File: src/rtl/axis_pkg.sv
// Shared definitions for the AXI-Stream pixel-group sender: FSM encoding,
// byte-qualifier constant and width helpers.
package axis_pkg;

   typedef enum logic {
      ST_IDLE   = 1'b0,
      ST_STREAM = 1'b1
   } state_e;

   // Every byte lane of a pixel group is valid data
   localparam logic AXIS_BYTE_ON = 1'b1;

   function automatic int unsigned tdest_width(input int unsigned addr_w);
      return (addr_w > 1) ? addr_w : 1;
   endfunction

   // Counter width able to hold 0..n-1, never narrower than one bit
   function automatic int unsigned cnt_width(input int unsigned n);
      return (n > 1) ? $clog2(n) : 1;
   endfunction

endpackage

File: src/rtl/axis_out_slice.sv
// Two-entry registered output slice; the upstream side sees only registered state.
module axis_out_slice #(
   parameter int unsigned PAYLOAD_W = 8
) (
   input  logic                 clk,
   input  logic                 rst_n,
   input  logic [PAYLOAD_W-1:0] s_payload_i,
   input  logic                 s_push_i,
   output logic [PAYLOAD_W-1:0] m_payload_o,
   output logic                 m_valid_o,
   input  logic                 m_ready_i,
   output logic [1:0]           level_nxt_c_o
);

   logic [PAYLOAD_W-1:0] head_q, head_d;
   logic [PAYLOAD_W-1:0] tail_q, tail_d;
   logic [1:0]           level_q, level_d;
   logic                 valid_q, valid_d;
   logic                 pop_c;

   // Head register drives the master channel; tail catches a beat while the head stalls
   always_comb begin
      head_d  = head_q;
      tail_d  = tail_q;
      level_d = level_q;
      pop_c   = valid_q & m_ready_i;
      case ({s_push_i, pop_c})
         2'b10: begin
            if (level_q == 2'd0) begin
               head_d  = s_payload_i;
               level_d = 2'd1;
            end else begin
               tail_d  = s_payload_i;
               level_d = 2'd2;
            end
         end
         2'b01: begin
            if (level_q == 2'd2) begin
               head_d  = tail_q;
               level_d = 2'd1;
            end else begin
               level_d = 2'd0;
            end
         end
         2'b11: begin
            if (level_q == 2'd2) begin
               head_d = tail_q;
               tail_d = s_payload_i;
            end else begin
               head_d = s_payload_i;
            end
         end
         default: ;
      endcase
      valid_d = (level_d != 2'd0);
   end

   always_ff @(posedge clk or negedge rst_n) begin
      if (!rst_n) begin
         head_q  <= '0;
         tail_q  <= '0;
         level_q <= 2'd0;
         valid_q <= 1'b0;
      end else begin
         head_q  <= head_d;
         tail_q  <= tail_d;
         level_q <= level_d;
         valid_q <= valid_d;
      end
   end

   assign m_payload_o   = head_q;
   assign m_valid_o     = valid_q;
   assign level_nxt_c_o = level_d;

endmodule

File: src/rtl/axis_pgroup_sender.sv
// Frames a pixel-group stream into routed AXI-Stream bursts with a wrapping TID.
// Optional stall counter built when AXIS_PGROUP_SENDER_STATS_EN is defined.
module axis_pgroup_sender
   import axis_pkg::*;
#(
   parameter int unsigned IP_AMT       = 1,
   parameter int unsigned IP_ADDR_W    = $clog2(IP_AMT),
   parameter int unsigned IP_DATA_W    = 256,
   parameter int unsigned AXIS_TID_W   = 2,
   parameter int unsigned AXIS_TDEST_W = tdest_width(IP_ADDR_W),
   parameter int unsigned AXIS_TDATA_W = IP_DATA_W,
   parameter int unsigned AXIS_TKEEP_W = AXIS_TDATA_W / 8,
   parameter int unsigned AXIS_TSTRB_W = AXIS_TDATA_W / 8,
   parameter int unsigned FRAME_BEATS  = 1200,
   parameter int unsigned BEATS_PER_IP = 8
) (
   input  logic                    clk,
   input  logic                    rst_n,
   input  logic                    start_i,
   output logic                    busy_o,
   input  logic [IP_DATA_W-1:0]    pgroup_i,
   input  logic                    pgroup_valid_i,
   output logic                    pgroup_ready_o,
   output logic [AXIS_TID_W-1:0]   m_tid_o,
   output logic [AXIS_TDEST_W-1:0] m_tdest_o,
   output logic [AXIS_TDATA_W-1:0] m_tdata_o,
   output logic [AXIS_TKEEP_W-1:0] m_tkeep_o,
   output logic [AXIS_TSTRB_W-1:0] m_tstrb_o,
   output logic                    m_tlast_o,
   output logic                    m_tvalid_o,
   input  logic                    m_tready_i
`ifdef AXIS_PGROUP_SENDER_STATS_EN
   ,
   output logic [31:0]             stall_cnt_o
`endif
);

   localparam int unsigned BEAT_W    = cnt_width(FRAME_BEATS);
   localparam int unsigned BURST_W   = cnt_width(BEATS_PER_IP);
   localparam int unsigned PAYLOAD_W = AXIS_TID_W + AXIS_TDEST_W + 1 + AXIS_TDATA_W;

   state_e                  state_q, state_d;
   logic [BEAT_W-1:0]       beat_q, beat_d;
   logic [BURST_W-1:0]      burst_q, burst_d;
   logic [AXIS_TDEST_W-1:0] dest_q, dest_d;
   logic [AXIS_TID_W-1:0]   frame_id_q, frame_id_d;
   logic                    ready_q, ready_d;
   logic                    busy_q, busy_d;

   logic                    accept_c;
   logic                    last_beat_c;
   logic                    tlast_c;
   logic                    start_ok_c;
   logic [PAYLOAD_W-1:0]    slice_in;
   logic [PAYLOAD_W-1:0]    slice_out;
   logic [1:0]              level_nxt;

   // Next-state logic for FSM, counters and the registered handshake flags
   always_comb begin
      state_d     = state_q;
      beat_d      = beat_q;
      burst_d     = burst_q;
      dest_d      = dest_q;
      frame_id_d  = frame_id_q;
      accept_c    = pgroup_valid_i & ready_q;
      last_beat_c = (beat_q == BEAT_W'(FRAME_BEATS - 1));
      tlast_c     = (burst_q == BURST_W'(BEATS_PER_IP - 1)) | last_beat_c;
      start_ok_c  = start_i & ~busy_q;

      case (state_q)
         ST_IDLE: begin
            if (start_ok_c) begin
               state_d = ST_STREAM;
               beat_d  = '0;
               burst_d = '0;
               dest_d  = '0;
            end
         end
         ST_STREAM: begin
            if (accept_c) begin
               beat_d  = last_beat_c ? '0 : beat_q + BEAT_W'(1);
               burst_d = tlast_c ? '0 : burst_q + BURST_W'(1);
               if (tlast_c) begin
                  dest_d = (dest_q == AXIS_TDEST_W'(IP_AMT - 1)) ? '0
                                                                 : dest_q + AXIS_TDEST_W'(1);
               end
               if (last_beat_c) begin
                  state_d    = ST_IDLE;
                  frame_id_d = frame_id_q + AXIS_TID_W'(1);
               end
            end
         end
         default: state_d = ST_IDLE;
      endcase

      // Ready and busy look one cycle ahead so both can be plain flops
      ready_d = (state_d == ST_STREAM) & (level_nxt != 2'd2);
      busy_d  = (state_d == ST_STREAM) | (level_nxt != 2'd0);
   end

   always_ff @(posedge clk or negedge rst_n) begin
      if (!rst_n) begin
         state_q    <= ST_IDLE;
         beat_q     <= '0;
         burst_q    <= '0;
         dest_q     <= '0;
         frame_id_q <= '0;
         ready_q    <= 1'b0;
         busy_q     <= 1'b0;
      end else begin
         state_q    <= state_d;
         beat_q     <= beat_d;
         burst_q    <= burst_d;
         dest_q     <= dest_d;
         frame_id_q <= frame_id_d;
         ready_q    <= ready_d;
         busy_q     <= busy_d;
      end
   end

   assign slice_in = {frame_id_q, dest_q, tlast_c, AXIS_TDATA_W'(pgroup_i)};

   axis_out_slice #(
      .PAYLOAD_W (PAYLOAD_W)
   ) u_out_slice (
      .clk           (clk),
      .rst_n         (rst_n),
      .s_payload_i   (slice_in),
      .s_push_i      (accept_c),
      .m_payload_o   (slice_out),
      .m_valid_o     (m_tvalid_o),
      .m_ready_i     (m_tready_i),
      .level_nxt_c_o (level_nxt)
   );

   assign {m_tid_o, m_tdest_o, m_tlast_o, m_tdata_o} = slice_out;
   assign m_tkeep_o      = {AXIS_TKEEP_W{AXIS_BYTE_ON}};
   assign m_tstrb_o      = {AXIS_TSTRB_W{AXIS_BYTE_ON}};
   assign pgroup_ready_o = ready_q;
   assign busy_o         = busy_q;

`ifdef AXIS_PGROUP_SENDER_STATS_EN
   logic [31:0] stall_cnt_q, stall_cnt_d;

   // Saturating count of cycles the downstream holds off a valid beat
   always_comb begin
      stall_cnt_d = stall_cnt_q;
      if (start_ok_c) begin
         stall_cnt_d = '0;
      end else if (m_tvalid_o & ~m_tready_i & (stall_cnt_q != 32'hFFFF_FFFF)) begin
         stall_cnt_d = stall_cnt_q + 32'd1;
      end
   end

   always_ff @(posedge clk or negedge rst_n) begin
      if (!rst_n) begin
         stall_cnt_q <= '0;
      end else begin
         stall_cnt_q <= stall_cnt_d;
      end
   end

   assign stall_cnt_o = stall_cnt_q;
`else
   // No stall statistics in this build
`endif

endmodule

File: config.mk
export PLATFORM = sky130hd
export DESIGN_NAME = axis_pgroup_sender
export DESIGN_NICKNAME = d
export VERILOG_FILES = /design/src/rtl/axis_pkg.sv /design/src/rtl/axis_out_slice.sv /design/src/rtl/axis_pgroup_sender.sv
export SDC_FILE = /design/constraint.sdc
export NUM_CORES = 1
export LEC_CHECK = 0
export ABC_AREA = 0
export ABC_CLOCK_PERIOD_IN_PS = 6700
export CAP_MARGIN = 5
export CORE_UTILIZATION = 41
export DETAILED_ROUTE_END_ITERATION = 10
export GPL_ROUTABILITY_DRIVEN = 1
export GPL_TIMING_DRIVEN = 0
export PLACE_DENSITY_LB_ADDON = 0.3
export SYNTH_ARGS = -nofsm -noshare
export SYNTH_HDL_FRONTEND = slang
export SYNTH_SLANG_ARGS = --single-unit
File: constraint.sdc
create_clock -name clk -period 6.7 [get_ports clk]
set_clock_uncertainty 0.2 [all_clocks]
set_input_delay 1.005 -clock clk [delete_from_list [all_inputs] [get_ports clk]]
set_output_delay 1.005 -clock clk [all_outputs]
set_load 0.01 [all_outputs]
==> metrics.md <==
| Metric | Value |
|---|---|
| Req. time, crit path | 7040 ps |
| Synthesized area | 24000 µm² |
| Dominant synthesized flop cell | dfrtp_1 |
| Crit-path max cell delay | 600 ps |
| GRT Overall Usage | 21.5% |
| Max-slew violation count | 0 |
| Chip height | 244 µm |
| RSZ-0062 raised after global routing | false |
| P per Cell Area | 476 nW/µm² |
| DP HPWL | 46900 µm |
| Worst-skew pair later-pin latency | 600 ps |
| Commonest non-fill, non-tap cell in the layout | dfrtp_1 |
| Crit path from | pgroup_valid_i |
| Initial Util | 41.6% |
| FFs w/ async S/R, synth | 100% |
| Post-CTS Resized | 0 |
| First-pass GRT wire length | 99500 µm |
| Critical Path, Cell by Cell | clkdlybuf4s50_1 -> nand2_1 -> inv_1 -> ha_1 -> nand3b_1 -> a21oi_2 -> buf_4 -> clkbuf_1 -> a22o_1 -> mux2_4 |
| CP Capture Type | flip-flop |
| Leakage | 14.6 nW |
| Final core occ | 56.3% |
| Max clock buf depth | 3 |
| WL met2 | 32100 µm |
| Worst-path clk slew | 60 ps |
| Routed wire length | 64700 µm |
| Drt wl/cell | 21.0 µm |
| IR drop worst, VDD | 0.243 mV |
| Count of cell types in the netlist | 51 |
| Max FO, Critical Path | 10 |
| Share of cells above drive strength 1 | 33.8% |
| Status | finished, final reports clean |
| Max Used Layer | met5 |
| Fillers | 4735 |
| Core Box Area | 57800 µm² |
| TritonCTS clock tree | done |
| Crit path max-delay cell type | clkbuf_1 |
| Final nets | 2520 |
| Cell count after synthesis | 1604 |
| Area after DPL | 30600 µm² |
| Seq/Total Area, Yosys | 56.2% |
| Worst Path Arrival | 3980 ps |
| Crit Path Category | input pin to flip-flop |
| Bufs and invs on worst path | 4 |
| WL met3 | 4010 µm |
| Final TNS setup | 0 ps |
| Final Cycle Share | 54.3% |
| CTS H-Tree Depth | 2 |
| Via density | 5.11 |
| Setup-failing EPs final | 0 |
| Slew headroom | 50.4% |
| DRC Markers | 0 |
| Crit path max-delay family | buffers and inverters |
| Chip Width | 244 µm |
| RePlAce Congestion | 0.844 |
| Tightest Pin Transition | 744 ps |
| Initial antenna violation count | 20 |
| Design Area, Final | 32500 µm² |
| Startpoint types | input pin |
| Root buffer cell | clkbuf_16 |
| Max_cap viols | 0 |
| Ys Warns | 0 |
| I/O pin count | 588 |
| Achievable Freq | 275 MHz |
| Worst hold path type | input pin to async pin |
| Placed Instances | 2958 |
| Row count | 88 |
| Post-synth top area share | 56.2% |
| 1st-pass router iterations | 4 |
| Fin cells | 3084 |
| Number of CTS-inserted buffers | 57 |
| Initial drt markers | 620 |
| Gr ovfl total | 0 |
| Most frequent cells in the layout | dfrtp_1, clkdlybuf4s50_1, mux2_2, a22o_1, mux2_4 |
| Cts hold-fix bufs | 0 |
| R2R Path Start | pgroup_ready_o |
| Area contributors post-synth | dfrtp_1, mux2_2, a22o_1 |
| CTS Sinks | 540 |
| Fin crit period | 3640 ps |
| Post-synthesis area per instance | 15.0 µm² |
| Final antenna-violating net count | 0 |
| Number of global-route vias before repair | 16600 |
| EDFF count, synth | 0 |
| Post-CTS setup buffers | 0 |
| DIE AREA | 59600 µm² |
| Seq cells post-synth | 540 |
| Layout area overhead | 35.4% |
| Largest net degree at the start of global routing | 121 |
| Fin. Hold Viols | 0 |
| I/O Buffers | 522 |
| M1 WL | 26200 µm |
| Post-synth top area cell | dfrtp_1 |
| DR vias | 15800 |
-- cell families after synthesis --
group,after synthesis,synth area share (%)
buffers and inverters,189,5.66
AND/OR/NAND/NOR,47,1.14
adder cells (fa/ha/maj),7,0.364
AO/OA/AOI/OAI,292,10.4
other,2,0.0313
flip-flops,540,56.2
XOR/XNOR,7,0.255
multiplexers,520,25.9
-- per-stage QoR --
step / setup slack [ps] / power [mW] / hold slack [ps]
6_report: 3060 / 15.5 / 211
5_1_grt: 2880 / 16.3 / 240
4_1_cts: 3000 / 15.7 / 204
3_5_place_dp: 2350 / 12.4 / 293
3_3_place_gp: -19460 / 12.2 / 285
2_1_floorplan: 3630 / 9.48 / 260
-- layout make-up --
cell class	instances	area (µm²)	share of cell area, %
Sequential cell	540	13500	41.5
Multi-Input combinational cell	938	9390	28.9
Timing Repair Buffer	526	5340	16.4
Clock buffer	82	1660	5.10
Buffer	182	1340	4.10
Tap cell	765	957	2.94
Clock inverter	25	269	0.827
Antenna cell	19	47.5	0.146
Inverter	7	26.3	0.0807
-- worst paths after layout --
path	slack [ps]	depth (start not counted)	end
setup / recovery	3060	10	u_out_slice.m_payload_o[48]
hold / removal	210	1	u_out_slice.m_payload_o[120]
setup reg to reg	3590	9	u_out_slice.m_payload_o[48]
hold reg to reg	300	1	u_out_slice.tail_q[223]
max in group asynchronous	4460	3	u_out_slice.tail_q[2]
min in group clk	300	1	u_out_slice.tail_q[223]
-- registers in the layout, summed over array words and instances, names as in the netlist --
name and cells:
u_out_slice.m_payload_o 259, u_out_slice.tail_q 259, beat_q 11, burst_q 3, frame_id_q 2, u_out_slice.level_q 2, busy_o 1, pgroup_ready_o 1
state_q 1, u_out_slice.m_valid_o 1
-- where the power goes --
part / internal, mW / switching [mW] / total [mW]
combinational: 3.95 / 2.52 / 6.47
sequential: 4.91 / 0.901 / 5.81
clock: 1.88 / 1.34 / 3.22
-- cell usage after synthesis (2+ instances only) --
master     count
clkbuf_1      28
buf_12         3
o21ai_0        5
and3_1         3
ha_1           7
xor2_1         6
nand2_1       12
dfrtp_1      540
nor3b_1        2
a22o_1       260
nor2_1         8
buf_2         47
nand2b_1       5
buf_6          3
nand3_1        5
a31oi_1        3
nor2b_1        2
inv_1          7
buf_4         82
nand3b_1       3
a21oi_1        5
buf_8         19
conb_1         2
o2111ai_1      4
mux2_4        99
mux2_2       419
-- layer usage --
metal  vias up  track usage [%]
li1       7143                -
met1      8091             26.3
met2       394             35.9
met3       127             5.63
met4         6             8.81
met5         -                0
Power figures use the tool's default switching activity.
